===== src/rtl/jpeg_bitstream_writer.sv =====
// jpeg_bitstream_writer: packs MSB-first variable-length codes into bytes,
// stuffs 0x00 after every data 0xFF and pads the last partial byte with 1s
// on flush. Define JPEG_BSW_EOI_EN to append an unstuffed 0xFF 0xD9 EOI
// marker after the flushed data.
module jpeg_bitstream_writer #(
  parameter int unsigned MAX_LEN = 27,
  parameter int unsigned ACC_W   = MAX_LEN + 15
) (
  input  logic               clk,
  input  logic               rst_n,
  input  logic [MAX_LEN-1:0] code_in,
  input  logic [5:0]         code_len,
  input  logic               code_valid,
  output logic               code_ready,
  input  logic               flush,
  output logic [7:0]         byte_out,
  output logic               byte_valid,
  input  logic               byte_ready,
  output logic               flush_done,
  output logic [31:0]        byte_count
);

  localparam int unsigned CNT_W = $clog2(ACC_W + 1);
  localparam int unsigned CAP   = ACC_W - MAX_LEN;

`ifdef JPEG_BSW_EOI_EN
  typedef enum logic [2:0] {S_RUN, S_STUFF, S_FLUSH, S_MARK_FF, S_MARK_D9} state_e;
`else
  typedef enum logic [1:0] {S_RUN, S_STUFF, S_FLUSH} state_e;
`endif

  state_e             state_q, state_d;
  logic               ret_flush_q, ret_flush_d;
  logic [ACC_W-1:0]   acc_q, acc_d;
  logic [CNT_W-1:0]   bit_count_q, bit_count_d;
  logic [7:0]         byte_out_q, byte_out_d;
  logic               byte_valid_q, byte_valid_d;
  logic               flush_done_q, flush_done_d;
  logic [31:0]        byte_count_q, byte_count_d;
  logic               code_ready_q, code_ready_d;
`ifdef JPEG_BSW_EOI_EN
  logic               mark_sent_q, mark_sent_d;
`endif

  logic [5:0]         len_sat, len_acc;
  logic               accept, out_free, ld_en, empty_c;
  logic [7:0]         ld_byte;
  logic [ACC_W-1:0]   mask, code_m, acc_m;
  logic [CNT_W-1:0]   shamt, cnt_m;

  // State and datapath registers
  always_ff @(posedge clk or negedge rst_n) begin
    if (!rst_n) begin
      state_q      <= S_RUN;
      ret_flush_q  <= 1'b0;
      acc_q        <= '0;
      bit_count_q  <= '0;
      byte_out_q   <= 8'h00;
      byte_valid_q <= 1'b0;
      flush_done_q <= 1'b0;
      byte_count_q <= 32'd0;
      code_ready_q <= 1'b1;
`ifdef JPEG_BSW_EOI_EN
      mark_sent_q  <= 1'b0;
`endif
    end else begin
      state_q      <= state_d;
      ret_flush_q  <= ret_flush_d;
      acc_q        <= acc_d;
      bit_count_q  <= bit_count_d;
      byte_out_q   <= byte_out_d;
      byte_valid_q <= byte_valid_d;
      flush_done_q <= flush_done_d;
      byte_count_q <= byte_count_d;
      code_ready_q <= code_ready_d;
`ifdef JPEG_BSW_EOI_EN
      mark_sent_q  <= mark_sent_d;
`endif
    end
  end

  // Merge the accepted code below the valid bits and pick the byte to load
  always_comb begin
    len_sat     = (code_len > 6'(MAX_LEN)) ? 6'(MAX_LEN) : code_len;
    accept      = (state_q == S_RUN) && code_ready_q && code_valid;
    len_acc     = accept ? len_sat : 6'd0;
    mask        = (ACC_W'(1) << len_acc) - ACC_W'(1);
    code_m      = ACC_W'(code_in) & mask;
    shamt       = CNT_W'(ACC_W) - bit_count_q - CNT_W'(len_acc);
    acc_m       = acc_q | (code_m << shamt);
    cnt_m       = bit_count_q + CNT_W'(len_acc);
    out_free    = !byte_valid_q || byte_ready;
    ld_en       = 1'b0;
    ld_byte     = 8'h00;
    empty_c     = 1'b0;
    acc_d       = acc_q;
    bit_count_d = bit_count_q;
    unique case (state_q)
      S_RUN: begin
        acc_d       = acc_m;
        bit_count_d = cnt_m;
        if (out_free && (cnt_m >= CNT_W'(8))) begin
          ld_en       = 1'b1;
          ld_byte     = acc_m[ACC_W-1 -: 8];
          acc_d       = acc_m << 8;
          bit_count_d = cnt_m - CNT_W'(8);
        end else if (out_free && (cnt_m == '0)) begin
          empty_c = 1'b1;
        end
      end
      S_STUFF: begin
        ld_en   = out_free;
        ld_byte = 8'h00;
      end
      S_FLUSH: begin
        if (out_free) begin
          if (bit_count_q >= CNT_W'(8)) begin
            ld_en       = 1'b1;
            ld_byte     = acc_q[ACC_W-1 -: 8];
            acc_d       = acc_q << 8;
            bit_count_d = bit_count_q - CNT_W'(8);
          end else if (bit_count_q != '0) begin
            // residual bits sit at the top; fill the rest of the byte with 1s
            ld_en       = 1'b1;
            ld_byte     = acc_q[ACC_W-1 -: 8] | (8'hFF >> bit_count_q[2:0]);
            acc_d       = '0;
            bit_count_d = '0;
          end else begin
            empty_c = 1'b1;
          end
        end
      end
`ifdef JPEG_BSW_EOI_EN
      S_MARK_FF: begin
        ld_en   = out_free;
        ld_byte = 8'hFF;
      end
      S_MARK_D9: begin
        ld_en   = out_free && !mark_sent_q;
        ld_byte = 8'hD9;
        empty_c = out_free && mark_sent_q;
      end
`endif
      default: ;
    endcase
  end

  // Next-state logic
  always_comb begin
    state_d     = state_q;
    ret_flush_d = ret_flush_q;
`ifdef JPEG_BSW_EOI_EN
    mark_sent_d = mark_sent_q;
`endif
    unique case (state_q)
      S_RUN: begin
        if (ld_en && (ld_byte == 8'hFF)) begin
          state_d     = S_STUFF;
          ret_flush_d = flush;
        end else if (flush) begin
`ifdef JPEG_BSW_EOI_EN
          state_d = empty_c ? S_MARK_FF : S_FLUSH;
`else
          state_d = empty_c ? S_RUN : S_FLUSH;
`endif
        end
      end
      S_STUFF: begin
        if (ld_en) state_d = ret_flush_q ? S_FLUSH : S_RUN;
      end
      S_FLUSH: begin
        if (ld_en && (ld_byte == 8'hFF)) begin
          state_d     = S_STUFF;
          ret_flush_d = 1'b1;
        end else if (empty_c) begin
`ifdef JPEG_BSW_EOI_EN
          state_d = S_MARK_FF;
`else
          state_d = S_RUN;
`endif
        end
      end
`ifdef JPEG_BSW_EOI_EN
      S_MARK_FF: begin
        if (ld_en) state_d = S_MARK_D9;
      end
      S_MARK_D9: begin
        if (ld_en) begin
          mark_sent_d = 1'b1;
        end else if (empty_c) begin
          mark_sent_d = 1'b0;
          state_d     = S_RUN;
        end
      end
`endif
      default: state_d = S_RUN;
    endcase
  end

  // Output register next values
  always_comb begin
    byte_out_d   = ld_en ? ld_byte : byte_out_q;
    byte_valid_d = ld_en || (byte_valid_q && !byte_ready);
    byte_count_d = byte_count_q + ((byte_valid_q && byte_ready) ? 32'd1 : 32'd0);
    flush_done_d = 1'b0;
`ifdef JPEG_BSW_EOI_EN
    if ((state_q == S_MARK_D9) && empty_c) flush_done_d = 1'b1;
`else
    if ((state_q == S_RUN) && flush && empty_c && !ld_en) flush_done_d = 1'b1;
    if ((state_q == S_FLUSH) && empty_c) flush_done_d = 1'b1;
`endif
    code_ready_d = (state_d == S_RUN) && (bit_count_d <= CNT_W'(CAP));
  end

  assign code_ready = code_ready_q;
  assign byte_out   = byte_out_q;
  assign byte_valid = byte_valid_q;
  assign flush_done = flush_done_q;
  assign byte_count = byte_count_q;

endmodule


===== config.mk =====
export PLATFORM = sky130hd
export DESIGN_NAME = jpeg_bitstream_writer
export DESIGN_NICKNAME = d
export VERILOG_FILES = /design/src/rtl/jpeg_bitstream_writer.sv
export SDC_FILE = /design/constraint.sdc
export NUM_CORES = 1
export LEC_CHECK = 0
export ABC_AREA = 1
export CORE_MARGIN = 2
export CORE_UTILIZATION = 63
export CTS_CLUSTER_DIAMETER = 200
export DETAILED_ROUTE_END_ITERATION = 12
export PLACE_DENSITY = 0.89
export SLEW_MARGIN = 10
export SYNTH_ARGS = -nofsm -noshare
export SYNTH_HDL_FRONTEND = slang
export SYNTH_SLANG_ARGS = --single-unit

===== constraint.sdc =====
create_clock -name clk -period 5.7 [get_ports clk]
set_input_delay 0.57 -clock clk [delete_from_list [all_inputs] [get_ports clk]]
set_output_delay 0.57 -clock clk [all_outputs]
set_load 0.02 [all_outputs]

==> results of run 1 <==
## per-stage QoR
| stage | hold WS [ps] | worst slack (ps) |
|---|---|---|
| 6_report | 56.0 | 1120 |
| 5_1_grt | 69.7 | 703 |
| 4_1_cts | 60.5 | 1230 |
| 3_5_place_dp | 441 | 927 |
| 3_3_place_gp | 439 | 1010 |
| 2_1_floorplan | 274 | 1660 |
## metal layers
metal  global-route usage [%]  wire length [µm]  vias up
li1                         -                 -     4295
met2                     60.3             12200      512
met3                     6.47              2530       98
met1                     48.6             10500     4258
met4                     16.5              1090        0
met5                        0                 0        -
## worst max path at each step
stage                             to  slack, ps  cells past startpoint
after CTS                 code_ready       1230                     23
final                     code_ready       1120                     23
after detailed placement  code_ready        930                     23
after floorplan           code_ready       1660                     24
after global placement     acc_q[34]       1010                     17
after global routing      code_ready        700                     23
## cell usage in the layout (no fill, tap or decap), types with 5 or more instances in the layout
cell type and instances:
nand2_1 256, nand3_1 208, inv_1 133, dfrtp_1 93
nor2_1 79, clkdlybuf4s50_1 79, nand4_1 38, o21ai_0 38
a31oi_1 36, a21oi_1 30, xor2_1 30, a22oi_1 28
o211ai_1 27, ha_1 19, buf_4 18, a21o_1 11
nand3_2 10, o21ai_1 10, nor2_2 9, xnor2_1 9
clkbuf_16 9, nor2_4 8, nand2_2 8, o22ai_1 8
a31o_2 8, inv_2 7, nand2_4 6, o21bai_1 6
nor3_1 5
## logic make-up (layout without fill, tap and decap cells)
logic type	after synthesis	count (layout)	synth area share, %
adders and majority gates	21	21	3.32
DFF	94	94	28.1
and+or+nand+nor	649	649	37.3
AOI/OAI and AO/OA	218	218	17.0
xor gates and xnor gates	39	39	4.08
buffers and inverters	205	257	10.2
## sequential cells by signal, indices dropped and copies added, names as in the netlist, 2 cells and up, named ones only
register / flops
byte_out: 8
byte_count: 32
bit_count_q: 4
acc_q: 42
state_q: 2
## critical path: stages
cell and delay [ps]:
clkdlybuf4s50_1 620, nand3_1 190, nand3_2 150, nand2_4 140, ha_1 330, ha_1 210, inv_1 70, fa_1 430
inv_1 630, nand3_1 220, nand3_1 160, nand3_1 110, o21ai_0 170, inv_1 50, nand2_1 80, nand2_1 70
nand2_1 110, nand2_1 60, nor2_1 140, nand2_2 120, nand2_2 90, nand2_2 60, nor2_2 80
## power by group through the flow
stage	registers [mW]	logic, mW	clock network, mW
after floorplan	1.09	3.09	0
after global placement	1.06	4.28	0
after detailed placement	1.07	4.33	0
after CTS	1.06	4.38	0.598
after global routing	1.08	4.93	0.626
final	1.07	4.51	0.599
## cell type report
class                           count  area, µm²  area share (%)
Sequential cell                    94       2350            24.7
Tap cell                          176        220            2.31
Inverter                          144        558            5.86
Timing Repair Buffer               97        926            9.72
Clock buffer                        9        225            2.36
Multi-Input combinational cell    927       5180            54.4
Clock inverter                      7       63.8           0.670
==> impl_metrics.toml, run 1 <==
[outcome]
status = "finished clean"

[detailed_routing]
drtAntennaViolNets = 0
first_pass_iters = 6
drc_errors = 0
vias = 9163
vias_per_cell = 6.30
routed_wl_um = 26300
first_iter_violations = 1304
wl_per_cell_um = 18.1

[layout]
drive_above_1_share_pct = 8.29
nFillCells = 1024
post-route-cell-area_um2 = 9520
fin_util_pct = 72.8
fin_cells = 1454
synthToLayoutAreaGrowth_pct = 13.7
diodes = 0
nets = 1332

[sta]
tns_ps = 0
finalSetupViolations = 0
period_share_pct = 80.4
rsz0062_at_grt = "no"
tightestPinTransition_ps = 969
layout_min_cycle_time_ps = 4580
hold_viol = 0
slew_viol_final = 0
relSlewSlack_pct = 35.4
timing.fmax_mhz = 218
fin_skew_ps = 12.8

[power]
switching_power_mw = 3.52
comb_power_share_pct = 73.0
power_mw = 6.18
internal_power_mw = 2.65
swShare_pct = 57.0
cellPowerDensity_nw_per_um2 = 648
pwr-share-seq_pct = 17.3
clockPowerShare_pct = 9.7
peakVddDrop_mv = 0.453
p_leak_nw = 4.70

[hold_path]
worst_hold_path_type = "in2async"

[synth]
synth.distinct_cells = 58
synth_top_area_share_pct = 27.8
synth_top_area_cell = "dfrtp_1"
yosys-top-cells-area = "dfrtp_1 (28%), nand3_1 (12%), nand2_1 (11%)"
async_flop_share_pct = 100
yosysWarnings = 0
synth_most_common_cell = "nand2_1"
syn_area_per_cell_um2 = 6.83
synth_seq_cells = 94
seq_area_frac_synth_pct = 28.1
synth_edf_count = 0
synthFlopType = "dfrtp_1"
synthCells = 1226
syn_nets = 1285
syn-cell-area_um2 = 8370
ys_top_cells_by_count = "nand2_1 (256), nand3_1 (208), inv_1 (133)"

[worst_setup_path]
worstRegToRegCells = 26
timing.critical_path.arrival_ps = 4870
end_kind = "register"
startpoint_type = "input port"
cp_max_fo = 29
r2r-start = "state_q[0]"
worst-setup-path-type = "in2reg"
required_ps = 5990
r2r_setup_slack_ps = 1120
crit_start = "code_len[2]"
timing.rr.end = "code_ready"

[floorplanning]
core_area_um2 = 13100
initial_core_util_pct = 64.0
dieWidth_um = 119
ios = 81
die_h_um = 119
rows = 42
die_area_um2 = 14200

[global_route]
grt_first_pass_wirelength_um = 42300
grt_max_degree = 80
track_usage_pct = 37.1
grt_pass1_vias = 8560
antenna_found_initial = 0
overflow = 0

[clock_tree]
cts_resized = 0
clk_path_buf_depth = 2
worstSkewPairLatency_ps = 360
ctsHoldBuffers = 0
cts_root_buf = "clkbuf_16"
cts_sinks = 94
cts_tree = "built"
numCtsBuffers = 9
clk_pin_slew_ps = 80
postCtsSetupBuffers = 0
htreeDepth = 3

[placed_design]
port_buffers = 80
post-place-cells = 1438
dpl_cell_area_um2 = 9240
hpwl_um = 19200
gp_congestion = 1.04

[run]
maxCapViolations = 0
Note: power is estimated with default switching activity, not from simulation.
==> inputs of run 2 (changes only) <==
--- a/config.mk
+++ b/config.mk
@@ -7,10 +7,10 @@
 export LEC_CHECK = 0
 export ABC_AREA = 1
 export CORE_MARGIN = 2
-export CORE_UTILIZATION = 63
+export CORE_UTILIZATION = 59
 export CTS_CLUSTER_DIAMETER = 200
 export DETAILED_ROUTE_END_ITERATION = 12
-export PLACE_DENSITY = 0.89
+export PLACE_DENSITY = 0.84
 export SLEW_MARGIN = 10
 export SYNTH_ARGS = -nofsm -noshare
 export SYNTH_HDL_FRONTEND = slang
==> constraint.sdc (replaced) <==
create_clock -name clk -period 4.62 [get_ports clk]
set_input_delay 0.462 -clock clk [delete_from_list [all_inputs] [get_ports clk]]
set_output_delay 0.462 -clock clk [all_outputs]
set_load 0.02 [all_outputs]
==> run 2 against run 1 <==
Compared with the run above:
- non-clock buffer count grew 10
- routed wire length is essentially flat
- cell count grew 0.96%
- count of clock-buffer cells in the layout grew 2
- flip-flop and latch count is the same
- die area grew 6.5%
- worst hold slack gained 110 ps
- final area grew 1.4%
- critical path depth shrank 1
- combinational power grew 24%
==> impl_metrics.toml, run 2 (synthesis results as in run 1) <==
[global_route]
track_usage_pct = 35.3
overflow = 0
grt_max_degree = 61
grt_first_pass_wirelength_um = 41900
grt_pass1_vias = 8384
antenna_found_initial = 0

[clock_tree]
clk_path_buf_depth = 2
clk_pin_slew_ps = 70
ctsHoldBuffers = 0
cts_root_buf = "clkbuf_16"
cts_tree = "built"
cts_resized = 0
cts_sinks = 94
worstSkewPairLatency_ps = 350
postCtsSetupBuffers = 0
numCtsBuffers = 9
htreeDepth = 3

[floorplanning]
core_area_um2 = 13900
dieWidth_um = 123
die_h_um = 123
die_area_um2 = 15200
ios = 81
initial_core_util_pct = 60.3
rows = 43

[detailed_routing]
first_pass_iters = 6
routed_wl_um = 26300
vias = 9021
drc_errors = 0
wl_per_cell_um = 17.9
first_iter_violations = 1155
vias_per_cell = 6.15
drtAntennaViolNets = 0

[layout]
diodes = 0
regMostFlops = "acc_q"
regArea_um2 = 2350
final_common_cell = "nand2_1"
multi_input_area_um2 = 5180
nets = 1342
synthToLayoutAreaGrowth_pct = 15.3
drive_above_1_share_pct = 9.01
layout_common_cells = "nand2_1 (256), nand3_1 (208), inv_1 (133)"
post-route-cell-area_um2 = 9650
largest_reg_flops = 42
fin_cells = 1468
nFillCells = 1207

[power]
p_leak_nw = 4.77
peakVddDrop_mv = 0.565
pwr-share-seq_pct = 16.9
switching_power_mw = 4.30
cellPowerDensity_nw_per_um2 = 803
internal_power_mw = 3.45
swShare_pct = 55.5
power_mw = 7.75
clockPowerShare_pct = 10.9
comb_power_share_pct = 72.2

[sta]
tns_ps = 0
layout_min_cycle_time_ps = 4180
fin_skew_ps = 9.16
relSlewSlack_pct = 49.5
finalSetupViolations = 0
period_share_pct = 90.4
timing.fmax_mhz = 240
rsz0062_at_grt = "no"
hold_viol = 0
slew_viol_final = 0
whs_ps = 171
tightestPinTransition_ps = 757

[worst_setup_path]
timing.critical_path.arrival_ps = 4470
startpoint_type = "register"
critPathMaxStageDelay_ps = 580
cp_slowest_cell = "dfrtp_1"
end_kind = "register"
worst-setup-path-type = "reg2reg"
cp_max_fo = 43
required_ps = 4910
r2r_setup_slack_ps = 440
path_cells = "nor2_4 > nand3_1 > nor2_4 > ha_1 > a21oi_1 > and2_1 > inv_1 > a21oi_1 > nor2_1 > nor2_1 > xor2_1 > nand3_1 > inv_1 > nor2_2 > buf_4 > nand2_1 > xor2_1 > nand2_1 > o221ai_1 > nor2_1 > nand3_1 > nor2_2"

[outcome]
status = "finished clean"

[placed_design]
port_buffers = 80
post-place-cells = 1452
dpl_cell_area_um2 = 9320
hpwl_um = 19800
gp_congestion = 1.05

[hold_path]
worst_hold_path_type = "in2async"

[run]
maxCapViolations = 0
## run 2: changes by cell type in the layout (fill, tap and decap cells not counted), moves of 2 or more
| cell | before | now |
|---|---|---|
| inv_6 | 2 | 4 |
| bufinv_16 | 0 | 2 |
| buf_4 | 18 | 28 |
| inv_8 | 3 | 0 |
| clkbuf_8 | 0 | 2 |
## run 2: path summary, 6_finish.rpt
path                                 from        endpoint  depth (start not counted)
setup reg to reg               state_q[0]      code_ready                         22
max in group asynchronous           rst_n      code_ready                          2
hold / removal                      rst_n        acc_q[6]                          1
hold reg to reg            byte_count[29]  byte_count[29]                          1
min in group clk           byte_count[29]  byte_count[29]                          1
setup / recovery               state_q[0]      code_ready                         22
## run 2: area by class of cell
type                            count  area share, %
Multi-Input combinational cell    927           53.6
Sequential cell                    94           24.4
Timing Repair Buffer              107           10.4
Inverter                          144           5.78
Clock buffer                       11           2.62
Tap cell                          180           2.33
Clock inverter                      5          0.894
## run 2: metrics by stage
step	setup WS [ps]	util, %
2_1_floorplan	583	-
5_1_grt	160	69.6
3_3_place_gp	388	67.1
4_1_cts	488	69.6
3_5_place_dp	218	67.1
6_report	445	69.6
## run 2: critical path: cells and delay by family (launching register included)
family	cells	cell delay, ps
fa+ha+maj	1	330
flops	1	580
compound gates	3	440
xor+xnor	2	280
simple gates	13	1940
buf+inv	3	530
## run 2: power by group through the flow
stage                     clock network [mW]  logic (mW)  registers, mW
after floorplan                            0        3.81           1.35
after global placement                     0        5.34           1.30
after detailed placement                   0        5.38           1.31
after CTS                              0.845        5.44           1.30
after global routing                   0.879        6.10           1.33
final                                  0.848        5.59           1.31
## run 2: per-layer routing
layer	vias to the layer above	track usage, %	wire, µm	share of wire, %
met2	441	57.0	12000	46
met1	4190	46.2	11000	42
met4	0	12.5	827	3.1
li1	4319	-	-	-
met5	-	0	0	0
met3	71	8.44	2430	9.2
==> RTL change 1, RTL diff (flow settings as in run 2) <==
Build with the macro `JPEG_BSW_EOI_EN` defined.
--- a/src/rtl/jpeg_bitstream_writer.sv
+++ b/src/rtl/jpeg_bitstream_writer.sv
@@ -3,4 +3,6 @@
 // on flush. Define JPEG_BSW_EOI_EN to append an unstuffed 0xFF 0xD9 EOI
 // marker after the flushed data.
+`define JPEG_BSW_EOI_EN
+
 module jpeg_bitstream_writer #(
   parameter int unsigned MAX_LEN = 27,
Function: changed (a bounded check fails within 4 cycles, from zero or initial values and one cycle with rst_n low).
==> RTL change 1 against run 2 <==
Design area rose by 2.3%. Setup slack got worse by 54 ps. Global-route usage rose by 1.5 points. Total power rose by 14%. Area after synthesis rose by 1.2%. Sequential cell count rose by 2. Wire length rose by 3.0%. Highest routed layer unchanged.
==> RTL change 1: results (changes against run 2) <==
post-synthesis xor/xnor area fraction=3.823% (was 4.079%); critical path fanouts, max=15 (was 43); share of the yosys chip area belonging to registers=28.35% (was 28.10%); pin count of the biggest net entering global routing=62 (was 61); peak per-stage delay on the critical path=440 ps (was 580 ps); initial detailed-routing violation count=1134 (was 1155); sequential standard cell area=0.002404 mm^2 (was 0.002354 mm^2); Power Internal=3.765 mW (was 3.448 mW); arrival time at the worst endpoint=4520 ps (was 4470 ps); detailed-route wire length=27150 um (was 26350 um); met3 wire length=2213 um (was 2430 um); result of the run=completed (unchanged); Hold Slack=183.3 ps (was 170.9 ps); Pleak=5.005 nW (was 4.769 nW); actual transition at the worst max-transition pin=830.3 ps (was 757.5 ps); Net Count, Synth=1346 (was 1285); proportion of layout cells with a drive suffix above 1=7.054% (was 9.006%); vias in the first global route=8811 (was 8384); global-route wire length before repair=44210 um (was 41860 um); area post-placement=0.009555 mm^2 (was 0.009315 mm^2); all-layer global routing usage=36.83% (was 35.29%); depth of the most critical reg-to-reg path=30 (was 22); placed cell count=1525 (was 1452); beginning of the worst register-to-register path=state_q[2] (was state_q[0]); via count=9476 (was 9021); setup skew after layout=11.17 ps (was 9.159 ps); detailed-route wire length on metal 1=11870 um (was 11040 um); post-synthesis average cell area=6.581 um^2 (was 6.831 um^2); fraction of the mapped netlist area in compound gates=16.38% (was 16.97%); nets@finish=1414 (was 1342); largest vdd supply drop=0.4841 mV (was 0.5652 mV); number of distinct standard cells referenced by the synthesized netlist=49 (was 58); GR met2 Demand/Resource=57.42% (was 57.01%)
[RTL change 1: repair_timing]
action / 4_1_cts / 5_1_grt
resized for setup: 0 / 1
endpoints found under the setup margin: 0 / 2
buffers inserted: 0 / 0
[RTL change 1: cell type report]
| cell class | instances | area share, % |
|---|---|---|
| repair buffers | 117 | 11.15 |
| clock inverters | 7 | 0.8619 |
| inverters | 165 | 6.274 |
| well taps | 180 | 2.281 |
| clock buffers | 9 | 2.281 |
| multi-input cells | 967 | 52.80 |
| flip-flops and latches | 96 | 24.35 |
[RTL change 1: power groups by stage]
stage                     combinational, mW  clock, mW  sequential, mW
after floorplan                        4.46          0            1.38
after global placement                 6.44          0            1.34
after detailed placement               6.48          0            1.35
after CTS                              6.53      0.790            1.34
after global routing                   7.40      0.812            1.37
final                                  6.73      0.776            1.34
[RTL change 1: cells by family after synthesis]
kind of cell	count (synthesis)
flops	96
xor+xnor	37
fa+ha+maj	20
simple gates	688
compound gates	222
buf+inv	225
==> RTL change 2, RTL diff (config.mk and constraints of run 2) <==
Without the edit above. Reset style: synchronous (`rst_n`), changed in one clocked block.
--- a/src/rtl/jpeg_bitstream_writer.sv
+++ b/src/rtl/jpeg_bitstream_writer.sv
@@ -50,5 +50,5 @@
 
   // State and datapath registers
-  always_ff @(posedge clk or negedge rst_n) begin
+  always_ff @(posedge clk) begin
     if (!rst_n) begin
       state_q      <= S_RUN;
Function: differs if rst_n is asserted again (counterexample within 4 cycles, from zero or initial values and one cycle with rst_n low); with rst_n held inactive, the same outputs for 4 cycles.
==> RTL change 2 against run 2 <==
Wire length increased by 2.7%. First-iteration DRC count increased by 13%. Count of clock-buffer cells in the layout increased by 1. Setup slack got worse by 33 ps. Non-clock buffer count increased by 11. Via count increased by 8.5%. Cell count increased by 9.6%. Sequential cell count unchanged. Global-route usage increased by 0.97 points. Design area decreased by 0.65%. Area after synthesis decreased by 1.0%. Critical path type unchanged.
Power is not shown: default switching activity piles up to over one toggle a cycle in this logic, so the estimate is an artifact.
==> RTL change 2: results (changes against run 2) <==
result of the run=completed (unchanged); origin of the worst setup path=state_q[0] (unchanged); Post-Layout Cell Count=1609 (was 1468); Hold Slack=488.5 ps (was 170.9 ps); all-layer global routing usage=36.26% (was 35.29%); nets@finish=1483 (was 1342); routability congestion estimate=1.034 (was 1.049); synthesized instance count=1366 (was 1226); DR WL met2=11820 um (was 12040 um); final HPWL from detailed placement=20070 um (was 19800 um); CP max-delay cell=sky130_fd_sc_hd__o21ai_0 (was sky130_fd_sc_hd__dfrtp_1); Hold/Removal Path Class=reg -> reg (was in -> async); beginning of the worst register-to-register path=state_q[0] (unchanged); vias in the first global route=8828 (was 8384); met3 wire length=2583 um (was 2430 um); Setup WS post-layout=411.7 ps (was 444.9 ps); setup skew after layout=6.966 ps (was 9.159 ps); Pre-Repair DR Iteration Count=7 (was 6); most used standard cells in the synthesized netlist=sky130_fd_sc_hd__nand2_1 (313), sky130_fd_sc_hd__nand3_1 (184), sky130_fd_sc_hd__inv_1 (161) (was sky130_fd_sc_hd__nand2_1 (256), sky130_fd_sc_hd__nand3_1 (208), sky130_fd_sc_hd__inv_1 (133)); pin count of the biggest net entering global routing=63 (was 61); peak per-stage delay on the critical path=480 ps (was 580 ps); share of flip-flops with an asynchronous set or reset=0% (was 100.0%); detailed-route wire length on metal 1=11680 um (was 11040 um); critical path fanouts, max=13 (was 43); global-route wire length before repair=43690 um (was 41860 um); end point of the critical path=acc_q[38] (was code_ready); leading register cell type out of synthesis=sky130_fd_sc_hd__dfxtp_1 (was sky130_fd_sc_hd__dfrtp_1); GR Layer Usage met1=49.66% (was 46.17%); Register-to-Register Setup Slack=410 ps (was 440 ps); number of distinct standard cells referenced by the synthesized netlist=56 (was 58); via count=9788 (was 9021); GR met3 Demand/Resource=7.203% (was 8.441%); detailed-route wire length=27060 um (was 26350 um); pre-CTS setup slack=186.5 ps (was 217.7 ps); area post-placement=0.009290 mm^2 (was 0.009315 mm^2)
## RTL change 2: cell count changes after synthesis, sizes merged, moves of 12 or more
cell,run 2,this run
nor2,97,123
nand3,218,190
a22oi,28,2
xor2,30,8
nand2,270,321
o21ai,48,100
dfrtp,93,0
inv,141,167
clkbuf,35,47
dfxtp,0,94
a21oi,31,71
## RTL change 2: cells by family after synthesis
family | share of synthesized area, %
buffers and inverters | 11.82
AND/OR/NAND/NOR | 39.24
XOR/XNOR | 1.268
multiplexers | 0.1207
flip-flops | 22.70
adder cells (fa/ha/maj) | 3.350
AO/OA/AOI/OAI | 21.51
## RTL change 2: cell type report
| cell class | count | area [um^2] |
|---|---|---|
| clock buffers | 12 | 256.5 |
| clock inverters | 4 | 37.54 |
| fillers | 1263 | 4235 |
| inverters | 172 | 650.6 |
| multi-input cells | 1029 | 5446 |
| flip-flops and latches | 94 | 1882 |
| well taps | 180 | 225.2 |
| repair buffers | 118 | 1094 |
